## src/rtl/stream_packetizer_pkg.sv

```systemverilog
// stream_pkg: shared FSM encoding, sync-byte default and sizing helpers for the stream packetizer
package stream_pkg;

    // Packet phases; CSUM is only entered when the checksum trailer is built in
    typedef enum logic [2:0] {IDLE, SYNC, SRC, DATA, CSUM} state_t;

    localparam logic [7:0] SYNC_BYTE_DEFAULT = 8'h00;

    // Number of whole bytes needed to carry a w-bit sample
    function automatic int bytes_per_sample(input int w);
        return (w + 7) / 8;
    endfunction

    // Index width for n items, never narrower than one bit
    function automatic int clog2_min1(input int n);
        return (n <= 2) ? 1 : $clog2(n);
    endfunction

endpackage

```

## src/rtl/stream_packetizer_if.sv

```systemverilog
// stream_packetizer_if: sample-queue side and write-queue side signals of the packetizer
interface stream_packetizer_if #(
    parameter int NUM_CH = 5,
    parameter int DATA_W = 10
);
    logic [NUM_CH*DATA_W-1:0] in_data;
    logic [NUM_CH-1:0]        em;
    logic [NUM_CH-1:0]        pp;
    logic [7:0]               out_write;
    logic                     ld_write;
    logic                     full_write;
    logic                     busy;

    modport master (
        input  in_data, em, full_write,
        output pp, out_write, ld_write, busy
    );

    modport slave (
        output in_data, em, full_write,
        input  pp, out_write, ld_write, busy
    );
endinterface

```

## src/rtl/stream_packetizer_rr_arbiter.sv

```systemverilog
// rr_arbiter: combinational round-robin search over req starting just after ptr, wrapping modulo N
module rr_arbiter
    import stream_pkg::*;
#(
    parameter int N  = 5,
    parameter int PW = clog2_min1(N)
) (
    input  logic [N-1:0]  req,
    input  logic [PW-1:0] ptr,
    output logic [N-1:0]  gnt,
    output logic [PW-1:0] gnt_idx,
    output logic          any
);

    // Walk offsets from farthest to nearest so the nearest requester after ptr wins
    always_comb begin
        gnt     = '0;
        gnt_idx = '0;
        any     = 1'b0;
        for (int k = N; k >= 1; k--) begin
            if (req[(int'(ptr) + k >= N) ? int'(ptr) + k - N : int'(ptr) + k]) begin
                gnt     = '0;
                gnt[(int'(ptr) + k >= N) ? int'(ptr) + k - N : int'(ptr) + k] = 1'b1;
                gnt_idx = PW'((int'(ptr) + k >= N) ? int'(ptr) + k - N : int'(ptr) + k);
                any     = 1'b1;
            end
        end
    end

endmodule

```

## src/rtl/stream_packetizer.sv

```systemverilog
// stream_packetizer: drains NUM_CH FWFT sample queues into an 8-bit write queue as framed packets
// (sync, source ID, little-endian sample bytes); STREAM_PKT_CHECKSUM_EN appends an XOR trailer byte.
module stream_packetizer
    import stream_pkg::*;
#(
    parameter int         NUM_CH    = 5,
    parameter int         DATA_W    = 10,
    parameter logic [7:0] SYNC_BYTE = SYNC_BYTE_DEFAULT
) (
    input logic                clk,
    input logic                rst,
    stream_packetizer_if.master bus
);

    localparam int NB = bytes_per_sample(DATA_W);
    localparam int BW = clog2_min1(NB);
    localparam int PW = clog2_min1(NUM_CH);

    state_t              state_q, state_d;
    logic [PW-1:0]       rr_q, rr_d;
    logic [BW-1:0]       idx_q, idx_d;
    logic [NB*8-1:0]     buf_q, buf_d;
    logic [7:0]          src_q, src_d;
    logic [7:0]          out_q, out_d;
    logic [NUM_CH-1:0]   pp_q, pp_d;
    logic                ld_q, ld_d;
    logic                busy_q, busy_d;
`ifdef STREAM_PKT_CHECKSUM_EN
    logic [7:0]          csum_q, csum_d;
`endif

    logic [NUM_CH-1:0]   gnt;
    logic [PW-1:0]       gnt_idx;
    logic                any;
    logic [DATA_W-1:0]   sample;
    logic [7:0]          cur_byte;

    rr_arbiter #(.N(NUM_CH), .PW(PW)) u_arb (
        .req     (~bus.em),
        .ptr     (rr_q),
        .gnt     (gnt),
        .gnt_idx (gnt_idx),
        .any     (any)
    );

    // Select the granted channel's sample and the buffered byte due for output
    always_comb begin
        sample   = '0;
        cur_byte = '0;
        for (int i = 0; i < NUM_CH; i++)
            if (gnt_idx == PW'(i)) sample = bus.in_data[i*DATA_W +: DATA_W];
        for (int k = 0; k < NB; k++)
            if (idx_q == BW'(k)) cur_byte = buf_q[k*8 +: 8];
    end

    // Packet FSM: each byte is issued only when the write queue reported room at this edge
    always_comb begin
        state_d = state_q;
        rr_d    = rr_q;
        idx_d   = idx_q;
        buf_d   = buf_q;
        src_d   = src_q;
        out_d   = out_q;
        pp_d    = '0;
        ld_d    = 1'b0;
        busy_d  = busy_q;
`ifdef STREAM_PKT_CHECKSUM_EN
        csum_d  = csum_q;
`endif
        unique case (state_q)
            IDLE: if (any) begin
                buf_d   = (NB*8)'(sample);
                pp_d    = gnt;
                src_d   = 8'(int'(gnt_idx) + 1);
                rr_d    = gnt_idx;
                busy_d  = 1'b1;
                state_d = SYNC;
            end
            SYNC: if (!bus.full_write) begin
                out_d   = SYNC_BYTE;
                ld_d    = 1'b1;
                state_d = SRC;
            end
            SRC: if (!bus.full_write) begin
                out_d   = src_q;
                ld_d    = 1'b1;
                idx_d   = '0;
                state_d = DATA;
`ifdef STREAM_PKT_CHECKSUM_EN
                csum_d  = src_q;
`endif
            end
            DATA: if (!bus.full_write) begin
                out_d = cur_byte;
                ld_d  = 1'b1;
`ifdef STREAM_PKT_CHECKSUM_EN
                csum_d = csum_q ^ cur_byte;
`endif
                if (idx_q == BW'(NB - 1)) begin
`ifdef STREAM_PKT_CHECKSUM_EN
                    state_d = CSUM;
`else
                    state_d = IDLE;
                    busy_d  = 1'b0;
`endif
                end else begin
                    idx_d = idx_q + 1'b1;
                end
            end
`ifdef STREAM_PKT_CHECKSUM_EN
            CSUM: if (!bus.full_write) begin
                out_d   = csum_q;
                ld_d    = 1'b1;
                state_d = IDLE;
                busy_d  = 1'b0;
            end
`endif
            default: state_d = IDLE;
        endcase
    end

    // State and registered outputs; reset abandons any packet in flight
    always_ff @(posedge clk or posedge rst) begin
        if (rst) begin
            state_q <= IDLE;
            rr_q    <= PW'(NUM_CH - 1);
            idx_q   <= '0;
            buf_q   <= '0;
            src_q   <= '0;
            out_q   <= '0;
            pp_q    <= '0;
            ld_q    <= 1'b0;
            busy_q  <= 1'b0;
        end else begin
            state_q <= state_d;
            rr_q    <= rr_d;
            idx_q   <= idx_d;
            buf_q   <= buf_d;
            src_q   <= src_d;
            out_q   <= out_d;
            pp_q    <= pp_d;
            ld_q    <= ld_d;
            busy_q  <= busy_d;
        end
    end

`ifdef STREAM_PKT_CHECKSUM_EN
    // Running XOR of source ID and data bytes for the trailer
    always_ff @(posedge clk or posedge rst) begin
        if (rst) csum_q <= '0;
        else     csum_q <= csum_d;
    end
`endif

    assign bus.pp        = pp_q;
    assign bus.out_write = out_q;
    assign bus.ld_write  = ld_q;
    assign bus.busy      = busy_q;

endmodule

```

## src/flat_wrapper.sv

```systemverilog
// flat-port wrapper written by rule: the top's interface ports become plain ports
module stream_packetizer_flat import stream_pkg::*;
#(
    parameter int         NUM_CH    = 5,
    parameter int         DATA_W    = 10,
    parameter logic [7:0] SYNC_BYTE = SYNC_BYTE_DEFAULT
)
  (clk, rst, bus_in_data, bus_em, bus_full_write, bus_pp, bus_out_write, bus_ld_write, bus_busy);
  stream_packetizer_if #(.NUM_CH(NUM_CH), .DATA_W(DATA_W)) bus_i ();
  input logic clk;
  input logic rst;
  input wire logic [$bits(bus_i.in_data)-1:0] bus_in_data;
  input wire logic [$bits(bus_i.em)-1:0] bus_em;
  input wire logic [$bits(bus_i.full_write)-1:0] bus_full_write;
  output wire logic [$bits(bus_i.pp)-1:0] bus_pp;
  output wire logic [$bits(bus_i.out_write)-1:0] bus_out_write;
  output wire logic [$bits(bus_i.ld_write)-1:0] bus_ld_write;
  output wire logic [$bits(bus_i.busy)-1:0] bus_busy;
  assign bus_i.in_data = bus_in_data;
  assign bus_i.em = bus_em;
  assign bus_i.full_write = bus_full_write;
  assign bus_pp = bus_i.pp;
  assign bus_out_write = bus_i.out_write;
  assign bus_ld_write = bus_i.ld_write;
  assign bus_busy = bus_i.busy;
  stream_packetizer #(.NUM_CH(NUM_CH), .DATA_W(DATA_W), .SYNC_BYTE(SYNC_BYTE)) u_core (.clk(clk), .rst(rst), .bus(bus_i));
endmodule
```

## config.mk

```make
export PLATFORM = sky130hd
export DESIGN_NAME = stream_packetizer_flat
export DESIGN_NICKNAME = d
export VERILOG_FILES = /design/src/rtl/stream_packetizer_pkg.sv /design/src/rtl/stream_packetizer_if.sv /design/src/rtl/stream_packetizer_rr_arbiter.sv /design/src/rtl/stream_packetizer.sv /design/src/flat_wrapper.sv
export SDC_FILE = /design/constraint.sdc
export NUM_CORES = 1
export LEC_CHECK = 0
export ABC_CLOCK_PERIOD_IN_PS = 5200
export CORE_MARGIN = 8
export CORE_UTILIZATION = 51
export DETAILED_ROUTE_END_ITERATION = 10
export GPL_TIMING_DRIVEN = 0
export PLACE_DENSITY = 0.75
export SYNTH_ARGS = -nofsm -noshare
export SYNTH_HDL_FRONTEND = slang
export SYNTH_HIERARCHICAL = 1
export SYNTH_SLANG_ARGS = --single-unit
```

## constraint.sdc

```tcl
create_clock -name clk -period 5.2 [get_ports clk]
set_input_delay 1.04 -clock clk [delete_from_list [all_inputs] [get_ports clk]]
set_output_delay 1.04 -clock clk [all_outputs]
set_load 0.1 [all_outputs]
```

==> impl_metrics.toml <==
[outcome]
outcome = "finished, final reports clean"

[cts]
cts_buffers = 5
cts_tree = "yes"
h-tree-depth = 2
insertion_delay_ns = 0.28
cts_root_buffer = "clkbuf_8"
cts.sinks = 35
path_clk_slew_ns = 0.08
max-clock-path-buffers = 2

[route]
wl_um = 12110
num_vias = 4091
drcViolationCount = 0
ant_nets = 0
drt_iter0_markers = 348
dr.pass1.iters = 8
wl_per_cell_um = 17.95
vias_per_cell = 6.061

[die]
core_area_mm2 = 0.007292
die-area_mm2 = 0.01059
ios = 73
fp-row-count = 31
die_height_um = 102.9
initial_core_util_pct = 52.83
die_width_um = 102.9

[logic_synthesis]
yosysMostFrequentCell = "nand2_1"
yosysTopAreaCellShare_pct = 22.09
synth_flop_cell = "dfrtp_1"
ys_seq_area_share_pct = 22.77
synth_fp_nets = 577
syn_inst = 488
synth_cell_types = 76
synth_area_leader_cell = "dfrtp_1"
synth_common_cells = "nand2_1, inv_1, dfrtp_1"
synth-edff-count = 0
syn_area_mm2 = 0.003852
syn_avg_cell_area_um2 = 7.894
synth-async-reset-ratio_pct = 100.0
ys_ff_latch = 35
ys.warnings.count = 6
ys_top_cells_by_area = "dfrtp_1, ha_1, nand2_1"

[global_routing]
grt.total_usage_pct = 22.42
antenna_found_initial = 0
grt_max_degree = 36
grt_pass1_vias = 3754
grt-ovfl-total = 0
grt_pass1_wl_um = 18920

[final_layout]
antennaDiodeCount = 0
nNetsFinal = 664
drive_above_1_share_pct = 11.28
final_util_pct = 68.09
final_area_mm2 = 0.004965
syn_to_final_growth_pct = 28.87

[hold_path]
hp-class = "flip-flop to flip-flop"

[placed_design]
numPortBuffers = 72
place.gp.congestion = 0.9863
dpl-instance-area_mm2 = 0.004697
hpwl_um = 9422

[sta]
finalHoldViolCount = 0
setup_violations = 0
fin_skew_ns = 0.01090
post-route-period-util_pct = 96.56
worst_pin_slew_ns = 0.9878
relSlewSlack_pct = 33.94
min_period_ns = 5.021
fmax_mhz = 199.2
slew_viol_final = 0

[critical_path]
start_kind = "flip-flop"
cp-end-kind = "flip-flop"
cp_max_fo = 10
worstSetupPathType = "flip-flop to flip-flop"
cp_data_arrival_time_ns = 5.22
cp.required_ns = 5.40

[run]
drv_cap = 0
## sequential cells by signal, indices dropped and copies added, names as in the netlist
| register | cells |
|---|---|
| u_core/buf_q | 10 |
| u_core/bus.out_write | 8 |
| u_core/bus.pp | 5 |
| u_core/src_q | 4 |
| u_core/rr_q | 3 |
| u_core/state_q | 2 |
| u_core/bus.busy | 1 |
| u_core/bus.ld_write | 1 |
| u_core/idx_q | 1 |
## what timing repair did
action | 4_1_cts | 5_1_grt
resized for setup | 6 | 15
hold buffers | 0 | 0
setup endpoints to repair | 10 | 10
pin swaps | 0 | 3
setup buffers | 0 | 8
## through the flow
stage	hold slack (ns)	TNS [ns]	setup WS, ns	std cells
global placement	0.4914	-3.225	-0.3479	659
floorplan	0.4445	0	0.6570	488
finish	0.5221	0	0.1787	675
detailed placement	0.5086	-3.775	-0.4053	659
CTS	0.5258	0	0.1031	667
global route	0.5501	-0.1078	-0.04205	675
## path summary, 6_finish.rpt
check	depth (start not counted)	end	slack [ns]	start
worst max-delay path	19	u_core/buf_q[3]	0.18	u_core/rr_q[2]
max in group asynchronous	2	u_core/buf_q[5]	3.54	rst
worst max register to register	19	u_core/buf_q[3]	0.18	u_core/rr_q[2]
min in group asynchronous	2	u_core/state_q[0]	1.20	rst
worst min register to register	1	u_core/bus.out_write[1]	0.52	u_core/bus.out_write[1]
worst min-delay path	1	u_core/bus.out_write[1]	0.52	u_core/bus.out_write[1]
## routing by layer
layer / GRT usage, % / part of all wire, % / routed length, um
met5: 0 / 0 / 0
met4: 4.672 / 0.97 / 117
met3: 2.633 / 6.4 / 770
met2: 36.72 / 49 / 5888
met1: 30.83 / 44 / 5336
## cells by family (layout without fill, tap and decap cells)
kind of cell	after synthesis	after routing	share of synthesized area (%)
xor+xnor	6	6	1.559
simple gates	183	183	25.43
compound gates	143	143	26.50
mux	22	22	6.203
fa+ha+maj	31	31	10.26
buf+inv	68	156	7.275
flops	35	35	22.77
## area by class of cell
type | count | area, um2
plain buffers | 29 | 138.9
clock buffers | 5 | 68.82
clock inverters | 3 | 43.79
fillers | 645 | 2327
inverters | 39 | 150.1
multi-input cells | 385 | 2781
flip-flops and latches | 35 | 877.1
well taps | 99 | 123.9
repair buffers | 80 | 780.7
## worst max-delay path, cell delays in order (launching register included)
cell	delay [ns]
dfstp_2	0.63
buf_2	0.25
clkbuf_4	0.26
clkinvlp_4	0.21
ha_1	0.33
buf_2	0.19
xor2_1	0.20
a21oi_2	0.29
mux2i_1	0.26
a32oi_2	0.11
a21oi_2	0.26
buf_4	0.18
a2111o_1	0.11
o211ai_2	0.17
ha_1	0.25
ha_1	0.19
or2_2	0.27
clkbuf_1	0.22
a221o_1	0.36
a31oi_1	0.19
## cell usage in the layout (no fill, tap or decap), types with 9 or more instances in the layout
| master | Yosys | final |
|---|---|---|
| nand3b_1 | 12 | 12 |
| dfrtp_1 | 34 | 34 |
| nand2_1 | 60 | 60 |
| a221o_1 | 11 | 11 |
| nor2_1 | 25 | 25 |
| nand2b_1 | 19 | 19 |
| a31oi_1 | 13 | 13 |
| inv_1 | 38 | 36 |
| ha_1 | 30 | 30 |
| mux2i_1 | 16 | 14 |
| buf_2 | 14 | 14 |
| nor3_1 | 9 | 9 |
| clkdlybuf4s50_1 | 0 | 72 |
| a21oi_1 | 26 | 24 |
| clkbuf_1 | 12 | 11 |
| o22ai_1 | 12 | 12 |
| o21ai_0 | 21 | 20 |
Power is not shown: default switching activity piles up to over one toggle a cycle in this logic, so the estimate is an artifact.
